$ cat src/rtl/uart_tx_arbiter_if.sv
// Byte request, transmitter and status signals between the application
// requesters and the UART transmit arbiter.
interface uart_tx_arbiter_if #(
    parameter int CNT_W = 16
);
    logic             req0_vld;
    logic [7:0]       req0_data;
    logic             req0_rdy;
    logic             req1_vld;
    logic [7:0]       req1_data;
    logic             req1_rdy;
    logic             dout_vld;
    logic [7:0]       dout_data;
    logic             busy;
    logic             grant_id;
    logic [CNT_W-1:0] sent_cnt0;
    logic [CNT_W-1:0] sent_cnt1;

    // Requester side: offers bytes and observes the transmitter/status outputs.
    modport master (
        output req0_vld, req0_data, req1_vld, req1_data,
        input  req0_rdy, req1_rdy, dout_vld, dout_data, busy, grant_id,
               sent_cnt0, sent_cnt1
    );

    // Arbiter side.
    modport slave (
        input  req0_vld, req0_data, req1_vld, req1_data,
        output req0_rdy, req1_rdy, dout_vld, dout_data, busy, grant_id,
               sent_cnt0, sent_cnt1
    );
endinterface

$ cat src/rtl/uart_tx_arbiter.sv
// Round-robin sharing of one UART transmitter between two byte requesters,
// spacing issues by a fixed frame hold since the transmitter has no ready.
module uart_tx_arbiter #(
    parameter int FRAME_CYCLES = 8680,
    parameter int CNT_W        = 16
) (
    input  logic             clk,
    input  logic             rst,
    uart_tx_arbiter_if.slave bus
);
    localparam int HOLD_W = (FRAME_CYCLES > 1) ? $clog2(FRAME_CYCLES) : 1;
    localparam logic [HOLD_W-1:0] HOLD_LOAD = HOLD_W'(FRAME_CYCLES - 1);
    localparam logic [HOLD_W-1:0] HOLD_ONE  = HOLD_W'(1);
    localparam logic [CNT_W-1:0]  CNT_ONE   = CNT_W'(1);

    typedef enum logic [1:0] {
        IDLE  = 2'd0,
        ISSUE = 2'd1,
        HOLD  = 2'd2
    } state_t;

    state_t            state_q, state_d;
    logic [7:0]        dout_data_q, dout_data_d;
    logic              grant_id_q, grant_id_d;
    logic              last_grant_q, last_grant_d;
    logic [HOLD_W-1:0] hold_cnt_q, hold_cnt_d;
    logic [CNT_W-1:0]  sent_cnt0_q, sent_cnt0_d;
    logic [CNT_W-1:0]  sent_cnt1_q, sent_cnt1_d;

    logic sel1;
    logic hs0;
    logic hs1;

    // Port 1 wins when it is the only requester, or on contention when port 0 was served last.
    always_comb begin
        sel1 = bus.req1_vld & (~bus.req0_vld | ~last_grant_q);
        hs0  = (state_q == IDLE) & ~rst & bus.req0_vld & ~sel1;
        hs1  = (state_q == IDLE) & ~rst & sel1;
    end

    always_comb begin
        state_d      = state_q;
        dout_data_d  = dout_data_q;
        grant_id_d   = grant_id_q;
        last_grant_d = last_grant_q;
        hold_cnt_d   = hold_cnt_q;
        sent_cnt0_d  = sent_cnt0_q;
        sent_cnt1_d  = sent_cnt1_q;
        case (state_q)
            IDLE: begin
                if (hs0) begin
                    dout_data_d  = bus.req0_data;
                    grant_id_d   = 1'b0;
                    last_grant_d = 1'b0;
                    sent_cnt0_d  = sent_cnt0_q + CNT_ONE;
                    state_d      = ISSUE;
                end else if (hs1) begin
                    dout_data_d  = bus.req1_data;
                    grant_id_d   = 1'b1;
                    last_grant_d = 1'b1;
                    sent_cnt1_d  = sent_cnt1_q + CNT_ONE;
                    state_d      = ISSUE;
                end
            end
            ISSUE: begin
                hold_cnt_d = HOLD_LOAD;
                state_d    = HOLD;
            end
            HOLD: begin
                if (hold_cnt_q == '0) begin
                    state_d = IDLE;
                end else begin
                    hold_cnt_d = hold_cnt_q - HOLD_ONE;
                end
            end
            default: begin
                state_d = IDLE;
            end
        endcase
    end

    // Reset also clears the issued byte so the transmitter input is known after an abort.
    always_ff @(posedge clk) begin
        if (rst) begin
            state_q      <= IDLE;
            dout_data_q  <= 8'h00;
            grant_id_q   <= 1'b0;
            last_grant_q <= 1'b1;
            hold_cnt_q   <= '0;
            sent_cnt0_q  <= '0;
            sent_cnt1_q  <= '0;
        end else begin
            state_q      <= state_d;
            dout_data_q  <= dout_data_d;
            grant_id_q   <= grant_id_d;
            last_grant_q <= last_grant_d;
            hold_cnt_q   <= hold_cnt_d;
            sent_cnt0_q  <= sent_cnt0_d;
            sent_cnt1_q  <= sent_cnt1_d;
        end
    end

    assign bus.req0_rdy  = hs0;
    assign bus.req1_rdy  = hs1;
    assign bus.dout_vld  = (state_q == ISSUE);
    assign bus.dout_data = dout_data_q;
    assign bus.busy      = (state_q != IDLE);
    assign bus.grant_id  = grant_id_q;
    assign bus.sent_cnt0 = sent_cnt0_q;
    assign bus.sent_cnt1 = sent_cnt1_q;
endmodule

$ cat src/flat_wrapper.sv
// flat-port wrapper written by rule: the top's interface ports become plain ports
module uart_tx_arbiter_flat 
#(
    parameter int FRAME_CYCLES = 8680,
    parameter int CNT_W        = 16
)
  (clk, rst, bus_req0_vld, bus_req0_data, bus_req1_vld, bus_req1_data, bus_req0_rdy, bus_req1_rdy, bus_dout_vld, bus_dout_data, bus_busy, bus_grant_id, bus_sent_cnt0, bus_sent_cnt1);
  uart_tx_arbiter_if #(.CNT_W(CNT_W)) bus_i ();
  input  logic clk;
  input  logic rst;
  input wire logic [$bits(bus_i.req0_vld)-1:0] bus_req0_vld;
  input wire logic [$bits(bus_i.req0_data)-1:0] bus_req0_data;
  input wire logic [$bits(bus_i.req1_vld)-1:0] bus_req1_vld;
  input wire logic [$bits(bus_i.req1_data)-1:0] bus_req1_data;
  output wire logic [$bits(bus_i.req0_rdy)-1:0] bus_req0_rdy;
  output wire logic [$bits(bus_i.req1_rdy)-1:0] bus_req1_rdy;
  output wire logic [$bits(bus_i.dout_vld)-1:0] bus_dout_vld;
  output wire logic [$bits(bus_i.dout_data)-1:0] bus_dout_data;
  output wire logic [$bits(bus_i.busy)-1:0] bus_busy;
  output wire logic [$bits(bus_i.grant_id)-1:0] bus_grant_id;
  output wire logic [$bits(bus_i.sent_cnt0)-1:0] bus_sent_cnt0;
  output wire logic [$bits(bus_i.sent_cnt1)-1:0] bus_sent_cnt1;
  assign bus_i.req0_vld = bus_req0_vld;
  assign bus_i.req0_data = bus_req0_data;
  assign bus_i.req1_vld = bus_req1_vld;
  assign bus_i.req1_data = bus_req1_data;
  assign bus_req0_rdy = bus_i.req0_rdy;
  assign bus_req1_rdy = bus_i.req1_rdy;
  assign bus_dout_vld = bus_i.dout_vld;
  assign bus_dout_data = bus_i.dout_data;
  assign bus_busy = bus_i.busy;
  assign bus_grant_id = bus_i.grant_id;
  assign bus_sent_cnt0 = bus_i.sent_cnt0;
  assign bus_sent_cnt1 = bus_i.sent_cnt1;
  uart_tx_arbiter #(.FRAME_CYCLES(FRAME_CYCLES), .CNT_W(CNT_W)) u_core (.clk(clk), .rst(rst), .bus(bus_i));
endmodule
$ cat config.mk
export PLATFORM = sky130hd
export DESIGN_NAME = uart_tx_arbiter_flat
export DESIGN_NICKNAME = d
export VERILOG_FILES = /design/src/rtl/uart_tx_arbiter_if.sv /design/src/rtl/uart_tx_arbiter.sv /design/src/flat_wrapper.sv
export SDC_FILE = /design/constraint.sdc
export NUM_CORES = 1
export LEC_CHECK = 0
export BUFFER_PORTS_ARGS = -buffer_cell sky130_fd_sc_hd__buf_2
export CORE_ASPECT_RATIO = 2
export CORE_MARGIN = 3
export CORE_UTILIZATION = 53
export CTS_CLUSTER_DIAMETER = 30
export DETAILED_ROUTE_END_ITERATION = 10
export PLACE_DENSITY_LB_ADDON = 0.08
export SYNTH_ARGS = -nofsm -noshare
export SYNTH_HDL_FRONTEND = slang
export SYNTH_SLANG_ARGS = --single-unit
$ cat constraint.sdc
create_clock -name clk -period 2.9 [get_ports clk]
set_clock_uncertainty 0.2 [all_clocks]
set_input_delay 0.29 -clock clk [delete_from_list [all_inputs] [get_ports clk]]
set_output_delay 0.29 -clock clk [all_outputs]
set_load 0.005 [all_outputs]
# == Word level (Yosys, flattened, before mapping) ==
# Index checks and enable logic that the tools add are counted.
# Widths: inputs -> output; s select.
# word_totals
mem_bits_rw,0
register_bits,58
n_memories,0
out_inout_bits,45
rom_bits,0
word_cells,46
latch_bits,0
# op_classes
n_div,0
n_mux,10
addsub,3
shift,0
order_cmp,0
multipliers,0
reduce_logical,10
n_bitwise,11
n_eq_ne,5
# ops
operator,count
$add 16x1->16 const B,2
$pmux 14 s2,1
$mux 8,2
$logic_not 14->1,1
$mux 14,1
$sub 14x1->14 const B,1
$reduce_and 2->1,4
$mux 2,3
$pmux 2 s3,1
$reduce_bool 2->1,3
$and 1x1->1,5
$not 1->1,5
$ne 3x3->1 const B,1
$reduce_and 3->1,1
$eq 2x1->1 const B,1
$eq 2x2->1 const B,1
$logic_not 2->1,1
$mux 1,2
$ne 2x1->1 const B,1
$ne 2x2->1 const B,1
$or 1x1->1,1

# == Logic depth before layout (Yosys ltp) ==
# Gate-level depths: netlist of run 1.
# depth
depth_word,7
ltp_mapped,7

# == Least setup slack after synthesis of run 1 ==
# OpenSTA, ideal clock, no wires.
# synth_path
kind,register to register
start,reg u_core.hold_cnt_q[0]
end,reg u_core.hold_cnt_q[10]
slack_ns,0.606
arrival_time_ns,1.966
path_stages_with_launch,8
setup_time_ns,0.128
period_less_slack_ns,2.294
cell_sequence,dfxtp_1 > inv_1 > ha_1 > or4b_1 > or2_1 > or4_1 > nand4_1 > o31ai_1
# synth_via
elab_chain_len,3
word_cells_on_any_way,6
cone_classes,add/sub: 1; eq/ne: 1; mux: 2; reduce/logical: 2
# synth_rtl
element,line,source
from (decl),uart_tx_arbiter.sv:26,"logic [HOLD_W-1:0] hold_cnt_q, hold_cnt_d;"
from (signal assigned),uart_tx_arbiter.sv:97,hold_cnt_q <= hold_cnt_d;
$sub 14x1->14 or $logic_not 14->1 (tied branches),"uart_tx_arbiter.sv:73, uart_tx_arbiter.sv:70",
$mux 14 or $ne 2x2->1 (tied branches),--,
$pmux 14 s2 or $reduce_and 2->1 (tied branches),--,
# Parallel ways exist; a longest one is shown, timed or not. The select of a mux whose other input is x is not followed.
# A chain may end at the register's enable or synchronous reset.

# == Final worst setup path of run 1 ==
# layout_path
start,reg u_core.state_q[1]
end,reg u_core.hold_cnt_q[11]
# layout_via
elab_chain_len,3
word_cells_on_any_way,6
cone_classes,eq/ne: 3; mux: 1; reduce/logical: 2
# layout_rtl
element,line,source
from (decl),uart_tx_arbiter.sv:22,"state_t state_q, state_d;"
from (signal assigned),uart_tx_arbiter.sv:93,state_q <= state_d;
$eq 2x2->1 or $eq 2x1->1 (tied branches),uart_tx_arbiter.sv:49,case (state_q)
$ne 2x2->1 (no line) or $reduce_bool 2->1 (tied branches),--,
$reduce_and 2->1 (no line),--,
# Parallel ways exist; a longest one is shown, timed or not.

==> reports/qor.csv, run 1 <==
stage,metric,value,unit
timing,timing.final.max_slew_violations,0,
placement,place_area,3159,sq um
clock_network,ctsResizeCount,0,
layout,drive_gt1_frac,0.2481,
critical_path,slowest_stage,or4b_1,
synthesis,synthTopCellsByArea,"dfxtp_1 (42%), nor2_1 (6.6%), xnor2_1 (6.0%)",
layout,syn2layout_area_growth,21.57,%
layout,nNetsFinal,407,
timing,rsz0062_at_grt,false,
run_status,status,completed,
critical_path,rr_startpoint,u_core.state_q[1],
pwr,leakagePower,1.342,nW
synthesis,async_flop_share,0,
floorplan,die_w,57.25,microns
timing,tightestPinTransition,0.5260,ns
hold_path,min_path_type,in -> reg,
critical_path,crit_path_cell_trace,or4b_1 -> a2111oi_0 -> buf_4 -> nand2_1 -> mux2_1,
synthesis,yosysMostFrequentCell,dfxtp_1,
critical_path,path_class,reg -> reg,
grt,use_met3,0.05735,
synthesis,synth_area_leader_cell,dfxtp_1,
clock_network,htree_levels,3,
pwr,power.share.clock,0.413,
flow_run,drv_cap,0,
synthesis,synth_ff_type,dfxtp_1,
grt,gr-total-overflow,0,
drt,antenna_left,0,
pwr,ir_drop,0.5269,mV
critical_path,setup.worst_path.start,u_core.state_q[1],
timing,slew_headroom,0.6467,
grt,grt_pass1_wl,10.41,mm
synthesis,synth_nets,340,
drt,vias,2506,
synthesis,synth.yosys.warnings,0,
critical_path,critPathLaunchType,register,
synthesis,netlist_instances,317,
grt,grt_use_met1,0.2234,
grt,grt.busiest_layer,met2,
clock_network,insertion_delay,0.33,ns
synthesis,yosys.cell_types.count,47,
clock_network,root_buffer,clkbuf_8,
pwr,seq_power_share,0.439,
pwr,comb_power_share,0.149,
grt,grt_usage,0.2149,
hold_path,worstHoldStart,bus_req1_data[3],
synthesis,syn-cell-area,2784,sq um
critical_path,cp.arrival,2.57,ns
clock_network,cts_setup_buffers,0,
grt,gr-usage-met2,0.3854,
critical_path,max_stage_delay,0.59,ns
timing,setup_viol,0,
synthesis,synth_top_area_share,0.4171,
floorplan,core_area,4955,sq um
drt,wl_per_cell,13.75,microns
placement,gp_congestion,0.8059,
timing,period_share,0.8801,
clock_network,cts_sinks,58,
pwr,p_sw,0.0005081,W
drt,finalWirelength,6.105,mm
synthesis,synth-edff-count,0,
floorplan,die_y,108.5,microns
clock_network,ctsHoldBuffers,0,
grt,grt_max_degree,32,
synthesis,syn_avg_cell_area,8.782,sq um
drt,dr.pass1.iters,4,
floorplan,die_area,6211,sq um
synthesis,synth_seq_cells,58,
clock_network,cts_buffers,9,
floorplan,io_pins,65,
timing,fmax,0.3918,GHz
clock_network,cts_tree,yes,
placement,hpwl,4.524,mm
timing,min_period,2.552,ns
drt,via_per_inst,5.644,
critical_path,endpoint_kind,register,
critical_path,cp_max_fo,13,
pwr,p_int,0.001525,W
layout,diodes,0,
timing,setup_tns,0,ns
placement,port_buffers,64,
clock_network,clk_pin_slew_worst_paths,0.06,ns
clock_network,clockBufferDepth,2,
critical_path,crit_required,2.91,ns
layout,fin_area,3385,sq um
drt,route.detailed.drc,0,
synthesis,synth_common_cells,"dfxtp_1 (58), nor2_1 (49), nand2_1 (25)",
synthesis,ys_seq_area_frac,0.4171,
floorplan,initial_utilization,0.5619,
drt,first_iter_violations,108,
grt,first_global_vias,2360,
timing,hold_viol_final,0,
grt,antenna_found_initial,0,
pwr,cellPowerDensity,600.7,nW/um^2
floorplan,rows,36,
pwr,swShare,0.2499,
==> stage by stage <==
step,hold WS (ns),util,setup WS (ns),total power (W),instances
floorplan,0.2527,-,0.6058,0.001122,317
global placement,0.2594,0.6376,0.4309,0.001205,430
detailed placement,0.2591,0.6376,0.3751,0.001212,430
CTS,0.07134,0.6831,0.3575,0.002058,444
global route,0.1098,0.6831,0.1857,0.002129,444
finish,0.09537,0.6831,0.3476,0.002033,444
==> per-layer routing <==
metal / routed length (microns) / vias up
li1: - / 1266
met1: 2412 / 1183
met4: 110 / 0
met2: 3330 / 49
met3: 252 / 8
met5: 0 / -
==> power by group through the flow <==
| stage | combinational, W | clock, W | sequential (W) |
|---|---|---|---|
| 2_1_floorplan | 0.000227 | 0 | 0.000896 |
| 3_3_place_gp | 0.000298 | 0 | 0.000907 |
| 3_5_place_dp | 0.000303 | 0 | 0.000909 |
| 4_1_cts | 0.000305 | 0.000862 | 0.000891 |
| 5_1_grt | 0.000343 | 0.000888 | 0.000899 |
| 6_report | 0.000303 | 0.000839 | 0.000892 |
==> kinds of logic (layout without fill, tap and decap cells) <==
group / Yosys count / count (layout) / synth area share
simple gates: 157 / 157 / 0.3182
flops: 58 / 58 / 0.4171
compound gates: 38 / 38 / 0.08809
xor+xnor: 29 / 29 / 0.09123
buf+inv: 21 / 91 / 0.03146
mux: 11 / 11 / 0.04045
fa+ha+maj: 3 / 3 / 0.01348
==> cells in the final DEF, fill, tap and decap left out, types with 4 or more instances in the layout <==
cell,n
nand2_1,25
nor4_2,7
inv_1,6
xnor2_1,19
nor2_1,49
and4_1,4
or3_1,9
buf_2,64
buf_4,6
xor2_1,10
or4_1,5
a211oi_1,10
clkbuf_8,12
nand2b_1,6
nand3_1,4
nor3_1,12
mux2i_1,9
dfxtp_1,58
nor4_1,5
a21oi_1,14
nand4_1,12
==> state kept, by name, indices dropped and copies added, names as in the netlist <==
name	flops
u_core.bus.sent_cnt0	16
u_core.last_grant_q	1
u_core.bus.grant_id	1
u_core.bus.sent_cnt1	16
u_core.hold_cnt_q	14
u_core.state_q	2
u_core.bus.dout_data	8
==> path summary, 6_finish.rpt <==
| path | to | slack, ns | cells after the start |
|---|---|---|---|
| worst max register to register | u_core.hold_cnt_q[11] | 0.35 | 5 |
| worst min register to register | u_core.bus.grant_id | 0.27 | 2 |
| worst max-delay path | u_core.hold_cnt_q[11] | 0.35 | 5 |
| worst min-delay path | u_core.bus.dout_data[3] | 0.1 | 3 |
==> layout make-up <==
type / instances / area (sq um)
clock inverters: 2 / 60.06
multi-input cells: 238 / 1535
well taps: 57 / 71.32
inverters: 7 / 26.28
flip-flops and latches: 58 / 1161
repair buffers: 70 / 365.4
clock buffers: 12 / 165.2
fillers: 453 / 1570
==> worst max-delay path, delay by kind of cell (launching register included) <==
| kind | cells | cell delay (ns) |
|---|---|---|
| AO/OA/AOI/OAI | 1 | 0.53 |
| buffers and inverters | 1 | 0.20 |
| flip-flops | 1 | 0.55 |
| multiplexers | 1 | 0.31 |
| AND/OR/NAND/NOR | 2 | 0.64 |
(Power assumes the default switching activity.)
==> inputs of run 2 (changes only) <==
--- a/config.mk
+++ b/config.mk
@@ -8,7 +8,7 @@
 export BUFFER_PORTS_ARGS = -buffer_cell sky130_fd_sc_hd__buf_2
 export CORE_ASPECT_RATIO = 2
 export CORE_MARGIN = 3
-export CORE_UTILIZATION = 53
+export CORE_UTILIZATION = 35
 export CTS_CLUSTER_DIAMETER = 30
 export DETAILED_ROUTE_END_ITERATION = 10
 export PLACE_DENSITY_LB_ADDON = 0.08
==> run 2 against run 1 <==
  * Die area grew 47%
  * Sequential share of layout area is 0.79 points lower
  * Worst setup slack better by 0.063 ns
  * Critical path depth did not move
  * Critical path type unchanged
  * Largest power group is now the clock network
==> reports/qor.csv, run 2 (synthesis gave the netlist of run 1 again) <==
stage,metric,value,unit,change
run_status,status,completed,,
placement,hpwl,4.929,mm,+9.0%
drt,finalWirelength,6.715,mm,+10%
layout,nFillCells,814,,+80%
timing,slew_headroom,0.6387,,-0.007981
clock_network,clk_pin_slew_worst_paths,0.05,ns,about the same
floorplan,die_y,132.1,microns,+22%
placement,port_buffers,64,,unchanged
floorplan,die_area,9125,sq um,+47%
hold_path,min_path_type,in -> reg,,
timing,rsz0062_at_grt,false,,
layout,diodes,0,,unchanged
critical_path,cp.arrival,2.50,ns,-0.07 ns
flow_run,drv_cap,0,,unchanged
clock_network,cts_tree,yes,,
grt,gr-total-overflow,0,,unchanged
placement,place_inst,467,,+8.6%
timing,setup_tns,0,ns,unchanged
pwr,cellPowerDensity,613.4,nW/um^2,+2.1%
timing,period_share,0.8584,,-0.02171
pwr,leakagePower,1.351,nW,+0.69%
timing,timing.final.max_slew_violations,0,,unchanged
drt,route.detailed.drc,0,,unchanged
timing,setup_viol,0,,unchanged
critical_path,endpoint_kind,register,,
layout,syn2layout_area_growth,24.45,%,
floorplan,initial_utilization,0.3636,,-0.1983
timing,min_period,2.489,ns,-0.06295 ns
clock_network,cts_setup_buffers,0,,unchanged
clock_network,insertion_delay,0.33,ns,about the same
timing,tightestPinTransition,0.5379,ns,+0.01188 ns
clock_network,ctsHoldBuffers,0,,unchanged
timing,fmax,0.4017,GHz,+2.5%
floorplan,rows,45,,+25%
layout,final_cell_mix,"buf_2 (64), dfxtp_1 (58), nor2_1 (49)",,
drt,antenna_left,0,,unchanged
clock_network,cts_sinks,58,,unchanged
clock_network,clockBufferDepth,2,,unchanged
critical_path,rr_startpoint,u_core.state_q[0],,
drt,vias,2492,,-0.56%
layout,drive_gt1_frac,0.2403,,-0.007752
grt,antenna_found_initial,0,,unchanged
floorplan,die_w,69.07,microns,+21%
critical_path,path_class,reg -> reg,,
floorplan,io_pins,65,,unchanged
layout,stdcell_count,481,,+8.3%
critical_path,crit_required,2.91,ns,about the same
pwr,ir_drop,0.3888,mV,-26%
clock_network,htree_levels,3,,unchanged
grt,grt_usage,0.1581,,-0.05685
timing,hold_viol_final,0,,unchanged
critical_path,critPathLaunchType,register,,
hold_path,worstHoldStart,bus_req1_data[1],,
drt,dr.pass1.iters,4,,unchanged
drt,wl_per_cell,13.96,microns,+1.5%
critical_path,r2r-end,u_core.bus.sent_cnt0[8],,
grt,grt_pass1_wl,11.71,mm,+12%
placement,gp_congestion,0.7511,,-6.8%
layout,regArea,1161,sq um,unchanged
drt,first_iter_violations,87,,-19%
drt,via_per_inst,5.181,,-8.2%
critical_path,r2r_setup_slack,0.41,ns,+0.06 ns
clock_network,cts_buffers,9,,unchanged
hold_path,hold_path_depth,3,,unchanged
layout,final_common_cell,buf_2,,
layout,nNetsFinal,407,,unchanged
grt,first_global_vias,2518,,+6.7%
critical_path,rr_worst_depth,5,,unchanged
floorplan,core_area,7657,sq um,+55%
clock_network,ctsResizeCount,0,,unchanged
hold_path,min_to,u_core.bus.dout_data[1],,
clock_network,root_buffer,clkbuf_16,,
critical_path,cp_max_fo,15,,+2
grt,grt_max_degree,28,,-13%
layout,multi_input_area,1540,sq um,+0.33%
==> run 2: metal layers <==
metal	wire length (microns)	share of wire	global-route usage	up-vias
met5	0	0	0	-
met2	3643	0.54	0.2931	43
met1	2634	0.39	0.1563	1169
met3	223	0.033	0.03206	13
met4	213	0.032	0.09674	0
li1	-	-	-	1267
==> run 2: how the worst max path moves through the flow <==
stage                               from  slack, ns                      end  cells after the start
floorplan           u_core.hold_cnt_q[0]       0.61    u_core.hold_cnt_q[10]                      7
global placement       u_core.state_q[1]       0.44    u_core.hold_cnt_q[11]                      5
detailed placement  u_core.hold_cnt_q[0]       0.43    u_core.hold_cnt_q[10]                      7
CTS                    u_core.state_q[0]       0.43  u_core.bus.sent_cnt0[8]                      5
global route           u_core.state_q[1]       0.19     u_core.hold_cnt_q[9]                      5
finish                 u_core.state_q[0]       0.41  u_core.bus.sent_cnt0[8]                      5
==> run 2: through the flow <==
step | power [W] | setup slack, ns | hold WS, ns | util | area (sq um)
after floorplan | 0.001122 | 0.6058 | 0.2527 | - | 2784
after global placement | 0.001216 | 0.4376 | 0.2713 | 0.4193 | 3211
after detailed placement | 0.001221 | 0.4347 | 0.2664 | 0.4193 | 3211
after CTS | 0.002160 | 0.4277 | 0.08709 | 0.4525 | 3465
after global routing | 0.002232 | 0.1912 | 0.1157 | 0.4525 | 3465
final | 0.002125 | 0.4106 | 0.09770 | 0.4525 | 3465
==> run 2: final cells by class <==
type,instances,area share
tap,94,0.03395
timing repair buffer,70,0.1055
clock buffer,14,0.07331
sequential,58,0.3351
inverter,7,0.007584
multi-input combinational,238,0.4446
==> run 2: worst max-delay path, stage by stage, from the launching register on <==
cell and delay (ns):
dfxtp_1 0.42, or3b_1 0.49, or4b_4 0.65, or3_1 0.40, xnor2_1 0.15, nor2_1 0.06
==> run 2: power breakdown <==
group | switching [W] | internal, W | total (W)
Clock | 0.000334 | 0.000591 | 0.000924
Sequential | 0.0000497 | 0.000845 | 0.000895
Combinational | 0.000168 | 0.000138 | 0.000306
==> inputs of run 3 (changes only) <==
==> constraint.sdc (replaced) <==
create_clock -name clk -period 2.2 [get_ports clk]
set_clock_uncertainty 0.2 [all_clocks]
set_input_delay 0.22 -clock clk [delete_from_list [all_inputs] [get_ports clk]]
set_output_delay 0.22 -clock clk [all_outputs]
set_load 0.005 [all_outputs]
==> run 3 against run 2 <==
  * Power grew 48%
  * Non-clock buffer count is 26 higher
  * The flow now finishes with violations (negative setup slack)
  * Largest cell class unchanged
  * Sequential power up 31%
  * Worst setup slack got worse by 0.42 ns
  * Cell count up 6.0%
  * Critical path depth stayed put
  * Cell area is 12% higher
  * Critical path type unchanged
==> reports/qor.csv, run 3 (synthesis gave the netlist of run 1 again) <==
stage,metric,value,unit,change
run_status,status,finished with violations,,
run_status,violations,negative setup slack,,
floorplan,die_y,132.1,microns,unchanged
hold_path,worstHoldStart,bus_req1_data[3],,
timing,hold_slack,0.03036,ns,-0.06734 ns
drt,vias,2658,,+6.7%
timing,tightestPinTransition,0.4227,ns,-0.1152 ns
layout,nNetsFinal,434,,+6.6%
drt,via_per_inst,5.212,,+0.60%
timing,fmax,0.4523,GHz,+13%
pwr,swShare,0.2567,,-0.002840
grt,gr-total-overflow,0,,unchanged
pwr,leakagePower,1.595,nW,+18%
clock_network,cts_buffers,9,,unchanged
drt,route.detailed.drc,0,,unchanged
layout,syn2layout_area_growth,39.01,%,
drt,wl_per_cell,14.16,microns,+1.4%
floorplan,die_w,69.07,microns,unchanged
timing,period_share,1.005,,+0.1465
clock_network,cts_tree,yes,,
critical_path,rr_startpoint,u_core.state_q[1],,
floorplan,core_area,7657,sq um,unchanged
flow_run,drv_cap,0,,unchanged
critical_path,cp.arrival,2.21,ns,-0.29 ns
grt,antenna_found_initial,0,,unchanged
clock_network,root_buffer,clkbuf_16,,
critical_path,max_stage_delay,0.59,ns,-0.06 ns
critical_path,crit_required,2.20,ns,-0.71 ns
clock_network,cts_sinks,58,,unchanged
timing,fin_ws,-0.01094,ns,-0.4215 ns
grt,grt_pass1_wl,12.19,mm,+4.1%
pwr,seq_power_share,0.374,,-0.047
timing,hold_viol_final,0,,unchanged
drt,dr.pass1.iters,4,,unchanged
drt,first_iter_violations,110,,+26%
pwr,p_int,0.002332,W,+48%
floorplan,io_pins,65,,unchanged
clock_network,insertion_delay,0.32,ns,about the same
drt,antenna_left,0,,unchanged
floorplan,die_area,9125,sq um,unchanged
pwr,comb_power_share,0.182,,+0.038
pwr,total_power,0.003137,W,+48%
critical_path,endpoint_kind,register,,
grt,grt_max_degree,28,,unchanged
layout,nFillCells,793,,-2.6%
drt,highest_layer,met4,,
critical_path,slowest_stage,or4b_4,,
floorplan,initial_utilization,0.3636,,unchanged
drt,wl_met3,229,microns,+2.7%
placement,gp_congestion,0.7650,,+1.9%
placement,port_buffers,64,,unchanged
pwr,p_sw,0.0008053,W,+46%
grt,first_global_vias,2544,,+1.0%
timing,min_period,2.211,ns,-0.2785 ns
layout,drive_gt1_frac,0.3510,,+0.1107
clock_network,htree_levels,3,,unchanged
timing,slew_headroom,0.7175,,+0.07881
drt,met2_wirelength,4.018,mm,+10%
pwr,power.share.clock,0.444,,+0.009
layout,diodes,0,,unchanged
layout,fin_area,3870,sq um,+12%
layout,final_cell_mix,"buf_2 (64), dfxtp_1 (53), nor2_1 (48)",,
floorplan,rows,45,,unchanged
critical_path,setup.worst_path.start,u_core.state_q[1],,
hold_path,min_path_type,in -> reg,,
pwr,cellPowerDensity,810.6,nW/um^2,+32%
clock_network,clk_pin_slew_worst_paths,0.05,ns,about the same
placement,place_area,3410,sq um,+6.2%
timing,setup_viol,2,,+2
clock_network,clockBufferDepth,2,,unchanged
critical_path,path_class,reg -> reg,,
layout,final_common_cell,buf_2,,
drt,wl_met1,2.816,mm,+6.9%
critical_path,critPathLaunchType,register,,
critical_path,crit_path_cell_trace,or3b_4 -> or4b_4 -> or3_4 -> xnor2_2 -> nor2_1,,
critical_path,cp_max_fo,6,,-9
drt,finalWirelength,7.223,mm,+7.6%
timing,timing.final.max_slew_violations,0,,unchanged
timing,rsz0062_at_grt,true,,
pwr,ir_drop,0.4495,mV,+16%
grt,grt_usage,0.1634,,+0.005315
placement,hpwl,5.127,mm,+4.0%
## run 3: layout make-up
cell class / instances / area (sq um) / share of cell area
well taps: 94 / 117.6 / 0.03039
inverters: 7 / 26.28 / 0.006790
multi-input cells: 239 / 1680 / 0.4342
flip-flops and latches: 58 / 1167 / 0.3016
repair buffers: 96 / 579.3 / 0.1497
clock inverters: 2 / 35.03 / 0.009053
clock buffers: 14 / 264.0 / 0.06822
## run 3: final timing paths
| path | to | slack (ns) | cells after the start |
|---|---|---|---|
| max | u_core.bus.sent_cnt0[8] | -0.01 | 5 |
| min | u_core.bus.dout_data[3] | 0.03 | 3 |
| max reg2reg | u_core.bus.sent_cnt0[8] | -0.01 | 5 |
| min reg2reg | u_core.bus.grant_id | 0.27 | 2 |
## run 3: power by group through the flow
| stage | registers [W] | clock network [W] | logic (W) |
|---|---|---|---|
| after global placement | 0.00119 | 0 | 0.000504 |
| after floorplan | 0.00118 | 0 | 0.000314 |
| after global routing | 0.00118 | 0.00148 | 0.000634 |
| after CTS | 0.00117 | 0.00143 | 0.000528 |
| final | 0.00117 | 0.00139 | 0.000571 |
| after detailed placement | 0.00119 | 0 | 0.000511 |
## run 3: worst max-delay path, delay by kind of cell, from the launching register on
| family | cells | cell delay, ns |
|---|---|---|
| flops | 1 | 0.32 |
| xor+xnor | 1 | 0.16 |
| simple gates | 4 | 1.41 |
## run 3: stage by stage
step	std cells	TNS (ns)	util	worst slack [ns]
detailed placement	489	-0.1180	0.4453	-0.04947
global placement	489	-0.08110	0.4453	-0.04769
finish	510	-0.01264	0.5054	-0.01094
CTS	507	-0.02003	0.4894	-0.02003
floorplan	317	-0.01270	-	-0.004800
global route	510	-0.2978	0.5054	-0.06132
## run 3: metal layers
layer  global-route usage  vias to the layer above
met4              0.07174                        0
met3              0.03740                       11
met1               0.1686                     1266
met2               0.3059                       54
li1                     -                     1327
met5                    0                        -
## run 3: what timing repair did
action                                 CTS  global route
pin swaps                                5             9
endpoints found under the hold margin    1             0
hold buffers                             1             0
gates resized for setup                  7            20
cloned                                   1             1
setup buffers                            0             2
setup endpoints to repair                8            24
